`config.mk`:
```
export PLATFORM = sky130hd
export DESIGN_NAME = dmem_responder
export DESIGN_NICKNAME = d
export VERILOG_FILES = /design/src/rtl/dmem_responder.sv
export SDC_FILE = /design/constraint.sdc
export NUM_CORES = 2
export LEC_CHECK = 0
export ABC_CLOCK_PERIOD_IN_PS = 4410
export BUFFER_PORTS_ARGS = -buffer_cell sky130_fd_sc_hd__buf_2
export CAP_MARGIN = 10
export CORE_UTILIZATION = 50
export DETAILED_ROUTE_END_ITERATION = 12
export PLACE_DENSITY = 0.76
export SYNTH_ARGS = -nofsm -noshare
export SYNTH_HDL_FRONTEND = slang
export SYNTH_SLANG_ARGS = --single-unit
```
`constraint.sdc`:
```
create_clock -name clk -period 4.41 [get_ports clk]
set_clock_uncertainty 0.1 [all_clocks]
set_input_delay 0.882 -clock clk [delete_from_list [all_inputs] [get_ports clk]]
set_output_delay 0.882 -clock clk [all_outputs]
set_load 0.03 [all_outputs]
```
`src/rtl/dmem_responder.sv`:
```
// Word-addressed data-memory slave for the core's data bus, one request at a time.
// Latency: access WAIT_STATES cycles after acceptance; ready pulses for one cycle after that.
// Backpressure: none queued; req is only sampled in IDLE and must be re-presented after busy drops.
//
// Ports:
//   clk, reset_n         single clock, asynchronous active-low reset
//   req, we, addr,       request strobe and its captured command fields
//   wdata, byte_en       (byte_en selects write lanes, ignored on reads)
//   ready                one-cycle response strobe
//   rdata                read data, held until the next read completes
//   busy                 high while a request is in flight (WAIT or RESP)
module dmem_responder #(
   parameter int    ADDR_WIDTH  = 6,
   parameter int    DATA_WIDTH  = 32,
   parameter int    WAIT_STATES = 2,
   parameter string INIT_FILE   = ""
) (
   input  logic                    clk,
   input  logic                    reset_n,
   input  logic                    req,
   input  logic                    we,
   input  logic [ADDR_WIDTH-1:0]   addr,
   input  logic [DATA_WIDTH-1:0]   wdata,
   input  logic [DATA_WIDTH/8-1:0] byte_en,
   output logic                    ready,
   output logic [DATA_WIDTH-1:0]   rdata,
   output logic                    busy
);

   localparam int NB = DATA_WIDTH / 8;
   localparam int CW = (WAIT_STATES > 0) ? $clog2(WAIT_STATES + 1) : 1;
   localparam logic [CW-1:0] CNT_LOAD = CW'(WAIT_STATES);

   typedef enum logic [1:0] {S_IDLE, S_WAIT, S_RESP} state_t;

   state_t                state_q, state_d;
   logic [CW-1:0]         cnt_q;
   logic                  we_q;
   logic [ADDR_WIDTH-1:0] addr_q;
   logic [DATA_WIDTH-1:0] wdata_q;
   logic [NB-1:0]         be_q;

   logic [DATA_WIDTH-1:0] mem [2**ADDR_WIDTH];

   logic                  accept;
   logic                  access;
   logic                  acc_we;
   logic [ADDR_WIDTH-1:0] acc_addr;
   logic [DATA_WIDTH-1:0] acc_wdata;
   logic [NB-1:0]         acc_be;

   // reset_n is folded in so that a zero-wait configuration cannot commit a
   // write from a req presented while reset is still held.
   assign accept = reset_n && (state_q == S_IDLE) && req;

   // With no wait states the access happens on the acceptance edge itself,
   // so it must use the live request fields rather than the latched copies.
   generate
      if (WAIT_STATES == 0) begin : g_direct
         assign access    = accept;
         assign acc_we    = we;
         assign acc_addr  = addr;
         assign acc_wdata = wdata;
         assign acc_be    = byte_en;
      end else begin : g_latched
         assign access    = (state_q == S_WAIT) && (cnt_q == CW'(1));
         assign acc_we    = we_q;
         assign acc_addr  = addr_q;
         assign acc_wdata = wdata_q;
         assign acc_be    = be_q;
      end
   endgenerate

   // State register.
   always_ff @(posedge clk or negedge reset_n) begin
      if (!reset_n) begin
         state_q <= S_IDLE;
      end else begin
         state_q <= state_d;
      end
   end

   // Next-state logic.
   always_comb begin
      state_d = state_q;
      case (state_q)
         S_IDLE:  if (req) state_d = (WAIT_STATES == 0) ? S_RESP : S_WAIT;
         S_WAIT:  if (cnt_q == CW'(1)) state_d = S_RESP;
         S_RESP:  state_d = S_IDLE;
         default: state_d = S_IDLE;
      endcase
   end

   // Outputs decoded straight from the state register.
   always_comb begin
      ready = (state_q == S_RESP);
      busy  = (state_q != S_IDLE);
   end

   // Request capture, wait counter and read-data register.
   always_ff @(posedge clk or negedge reset_n) begin
      if (!reset_n) begin
         cnt_q   <= '0;
         we_q    <= 1'b0;
         addr_q  <= '0;
         wdata_q <= '0;
         be_q    <= '0;
         rdata   <= '0;
      end else begin
         if (accept) begin
            cnt_q   <= CNT_LOAD;
            we_q    <= we;
            addr_q  <= addr;
            wdata_q <= wdata;
            be_q    <= byte_en;
         end else if ((state_q == S_WAIT) && (cnt_q != '0)) begin
            // Counter ends at zero on the access edge and is only reloaded from IDLE.
            cnt_q <= cnt_q - CW'(1);
         end
         if (access && !acc_we) begin
            rdata <= mem[acc_addr];
         end
      end
   end

   // Array is deliberately outside reset: contents survive reset_n.
   always_ff @(posedge clk) begin
      if (access && acc_we) begin
         for (int i = 0; i < NB; i++) begin
            if (acc_be[i]) mem[acc_addr][8*i +: 8] <= acc_wdata[8*i +: 8];
         end
      end
   end

endmodule

```
==> impl_results.rst <==
.. list-table::
   :header-rows: 1

   * - Metric
     - Value
   * - Top cell family by delay on the critical path
     - buffers and inverters
   * - Clk_lat worst skew
     - ~0.87 ns
   * - Number of hold-slack violations in the final timing report
     - 0
   * - Buffer and inverter count on the worst path
     - 2
   * - DP Wirelength
     - around 160000 um
   * - Row Count
     - roughly 150
   * - Final Cycle Share
     - approximately nine tenths
   * - Global-route wire length before repair
     - about 360000 um
   * - Power density over cell area
     - 691.9 mW/mm^2
   * - Switching power
     - around 23000 uW
   * - Min setup slack post-route
     - 0.4757 ns
   * - Number of search-and-repair iterations in the first detailed-routing pass
     - 7
   * - Critical-path top delay cell
     - sky130_fd_sc_hd__nor4_1
   * - TritonCTS clock tree
     - done
   * - Root buffer cell
     - sky130_fd_sc_hd__clkbuf_16
   * - Post-synth ARST share
     - 3.714%
   * - Clock-pin transition on the worst setup and hold timing paths
     - 0.07 ns
   * - Total die area
     - between 0.15 and 0.2 mm^2
   * - Worst-margin pin slew
     - between 1 and 1.5 ns
   * - Area of the placeable core
     - 0.1631 mm^2
   * - Most used DFF post-synth
     - sky130_fd_sc_hd__edfxtp_1
   * - Most area-hungry cell type in the Yosys netlist
     - sky130_fd_sc_hd__edfxtp_1
   * - Worst hold path type
     - in2reg
   * - Residual antenna-violating net count after detailed routing
     - 0
   * - Number of failing setup endpoints in the final timing report
     - 0
   * - Maximum number of pins on one net before global-route repair
     - about 110
   * - Remaining routing DRC violations
     - 0
   * - Fraction of layout cells with a size suffix above 1
     - 22.78%
   * - Switching Share
     - between 30% and 40%
   * - Number of DRC markers after the initial detailed-route iteration
     - around 9600
   * - Number of enable flip-flop cells after synthesis
     - just over 2000
   * - Final estimated routing congestion in global placement
     - around 0.95
   * - Final core utilization
     - around 57%
   * - Number of antenna violations at the first check in global routing
     - 10
   * - Total negative setup slack
     - 0 ns
   * - Leakage power figure
     - 0.02989 uW
   * - Outcome
     - finished clean
   * - Flop pwr share
     - about 42%
   * - Number of nets in the layout
     - 4900
   * - Internal power consumption
     - 41280 uW
   * - Sinks on Clock Net
     - between 2000 and 2500
   * - Die Y
     - between 400 and 500 um
   * - Maximum level of the CTS H-tree
     - 4
   * - Buffers inserted by post-CTS timing repair
     - 0
   * - Pre-CTS setup slack
     - between 0.7 and 0.8 ns
   * - Hold Path Stages
     - 2
   * - Synth warn
     - 0
   * - Synthesized flop and latch total
     - around 2100
   * - Top cell type's share of synthesized area
     - 74.60%
   * - Cell-by-cell listing of the critical path
     - buf_12 > buf_4 > mux2_2 > a221o_1 > a22oi_1 > o22ai_1 > nor4_1 > a41oi_1
   * - All-Layer GR Usage
     - a little under a third
   * - Top area cells in the synthesized netlist
     - sky130_fd_sc_hd__edfxtp_1, sky130_fd_sc_hd__mux4_2, sky130_fd_sc_hd__mux2i_1
   * - Worst setup SP type
     - register
   * - Sequential-to-total area share from yosys stat
     - between 70 and 80%
   * - Instance area at placement
     - 0.08688 mm^2
   * - Startpoint of the lowest-slack hold path
     - wdata[9]
   * - Input/output buffers
     - 79
   * - Clock network fraction of total power
     - approximately a quarter
   * - Worst R2R Start
     - acc_addr[2]
   * - Max transition margin
     - roughly 6.5%
   * - Post-synthesis instance area
     - 0.08244 mm^2
   * - Vias in the first global route
     - roughly 48000
   * - Data required time at the worst endpoint
     - 5.01 ns
   * - Per-instance average area after synthesis
     - 18.15 um^2
   * - Filler cell count in the final layout
     - between 10000 and 15000
   * - Number of buffers created by CTS
     - around 200
   * - Die Width
     - about 410 um
   * - Most numerous cell in the Yosys netlist
     - sky130_fd_sc_hd__edfxtp_1
   * - Avg WL per Cell
     - around 36 um
   * - Number of placed instances with taps included
     - between 6000 and 7000
   * - Post-Route WL
     - 257300 um
   * - Shortest period the worst path allows
     - just under 4 ns
   * - Vias per cell
     - roughly 6.9
   * - Launching instance or port of the critical path
     - acc_addr[2]
   * - Post-route non-filler standard cell count
     - a little over 7000
   * - Initial cell density of the core
     - about half
   * - Layout overhead on the synthesized area
     - 13.37%
   * - Combinational power share
     - between 30 and 40%
   * - Maximum capacitance violations
     - 0
   * - Overflow left after global routing
     - 0
   * - Number of stages on the worst setup path
     - 8
   * - Ports
     - 80
   * - Highest net fanout along the worst path
     - 55
   * - Syn Inst Count
     - approximately 4500
   * - Summed area of non-filler cells in the final layout
     - ~0.093 mm^2
   * - Unrepaired setup endpoints after global routing
     - no
   * - Synthesized Nets
     - 4590
   * - Classification of the worst setup path
     - reg2reg
   * - Worst-case clock buffer depth
     - 3
   * - Cell types with the highest counts after synthesis
     - sky130_fd_sc_hd__edfxtp_1, sky130_fd_sc_hd__nor2_1, sky130_fd_sc_hd__mux2i_1
   * - Total number of vias
     - around 49000
   * - Maximum VDD drop
     - 0.7525 mV
   * - Maximum clock rate
     - 254.2 MHz
   * - Type of destination of the critical path
     - register
   * - Delay of the slowest cell on the worst path
     - ~0.82 ns
   * - Final slew viol count
     - 0
   * - Arr. time, crit path
     - roughly 4.5 ns
   * - Register-to-Register Path Depth
     - 8
   * - Distinct cells, synth
     - slightly below 70
==> routing by layer <==
metal | up-vias | wire length, um | track usage (%)
li1 | 19169 | - | -
met1 | 24528 | 84870 | 39.33
met2 | 4683 | 110600 | 44.02
met3 | 984 | 42360 | 11.25
met4 | 16 | 19310 | 19.14
met5 | - | 144 | 0
==> state kept, by name (all words and copies together), names as in the netlist <==
| register | count |
|---|---|
| rdata | 32 |
| acc_we | 1 |
| acc_addr | 6 |
| acc_wdata | 32 |
| mem | 2048 |
| acc_be | 4 |
| state_q | 2 |
| cnt_q | 2 |
==> placed cells by master, fill, tap and decap left out, types with 49 or more instances in the layout <==
cell type                      n
sky130_fd_sc_hd__edfxtp_1   2048
sky130_fd_sc_hd__nor2_1      374
sky130_fd_sc_hd__buf_4       326
sky130_fd_sc_hd__mux2i_1     227
sky130_fd_sc_hd__a221oi_1    220
sky130_fd_sc_hd__clkbuf_16   202
sky130_fd_sc_hd__mux2_2      178
sky130_fd_sc_hd__mux4_2      164
sky130_fd_sc_hd__nand2_1     154
sky130_fd_sc_hd__a22oi_1     149
sky130_fd_sc_hd__o21ai_0     109
sky130_fd_sc_hd__o22ai_1     108
sky130_fd_sc_hd__a21oi_1      96
sky130_fd_sc_hd__buf_2        78
sky130_fd_sc_hd__clkbuf_1     49
==> worst register-to-register path, cell delays in order, from the launching register on <==
cell                      delay (ns)
sky130_fd_sc_hd__dfrtp_4        0.69
sky130_fd_sc_hd__buf_12         0.41
sky130_fd_sc_hd__buf_4          0.52
sky130_fd_sc_hd__mux2_2         0.41
sky130_fd_sc_hd__a221o_1        0.30
sky130_fd_sc_hd__a22oi_1        0.19
sky130_fd_sc_hd__o22ai_1        0.14
sky130_fd_sc_hd__nor4_1         0.82
sky130_fd_sc_hd__a41oi_1        0.21
==> stage by stage <==
stage	total power, uW	hold WS, ns
floorplan	38180	0.3450
global placement	46370	0.3802
detailed placement	46820	0.3933
CTS	63740	0.1249
global route	65640	0.1612
finish	64670	0.1518
==> power by group through the flow <==
stage	clock network, uW	registers (uW)	logic [uW]
global placement	0	27800	18600
detailed placement	0	27900	18900
floorplan	0	27900	10300
CTS	17200	27500	19000
finish	17200	27400	20000
global route	18000	27500	20200
==> repair_timing <==
action                    4_1_cts  5_1_grt
resized for setup               0        0
hold endpoints to repair       16        0
hold buffers                    1        0
==> cell families after synthesis <==
logic type / after synthesis / share of synthesized area [%]
DFF: 2127 / 76.99
AOI/OAI and AO/OA: 898 / 8.065
and+or+nand+nor: 617 / 3.048
muxes: 571 / 9.699
buffers and inverters: 326 / 2.152
adders and majority gates: 2 / 0.03035
xor gates and xnor gates: 1 / 0.01063
==> layout make-up <==
type | instances | area (um^2) | area share, %
clock inverter | 106 | 1087 | 1.163
antenna | 6 | 15.01 | 0.01606
clock buffer | 265 | 5431 | 5.811
multi-input combinational | 2089 | 17340 | 18.55
inverter | 7 | 36.28 | 0.03882
sequential | 2127 | 63530 | 67.97
timing repair buffer | 428 | 3308 | 3.539
tap | 2175 | 2721 | 2.912
==> worst paths after layout <==
check / end / slack (ns)
setup / recovery: rdata[13] / 0.48
hold / removal: acc_wdata[9] / 0.15
setup reg to reg: rdata[13] / 0.48
hold reg to reg: state_q[0] / 0.40
max in group asynchronous: acc_addr[1] / 2.35
min in group asynchronous: acc_wdata[3] / 0.51
Note: power is estimated with default switching activity, not from simulation.
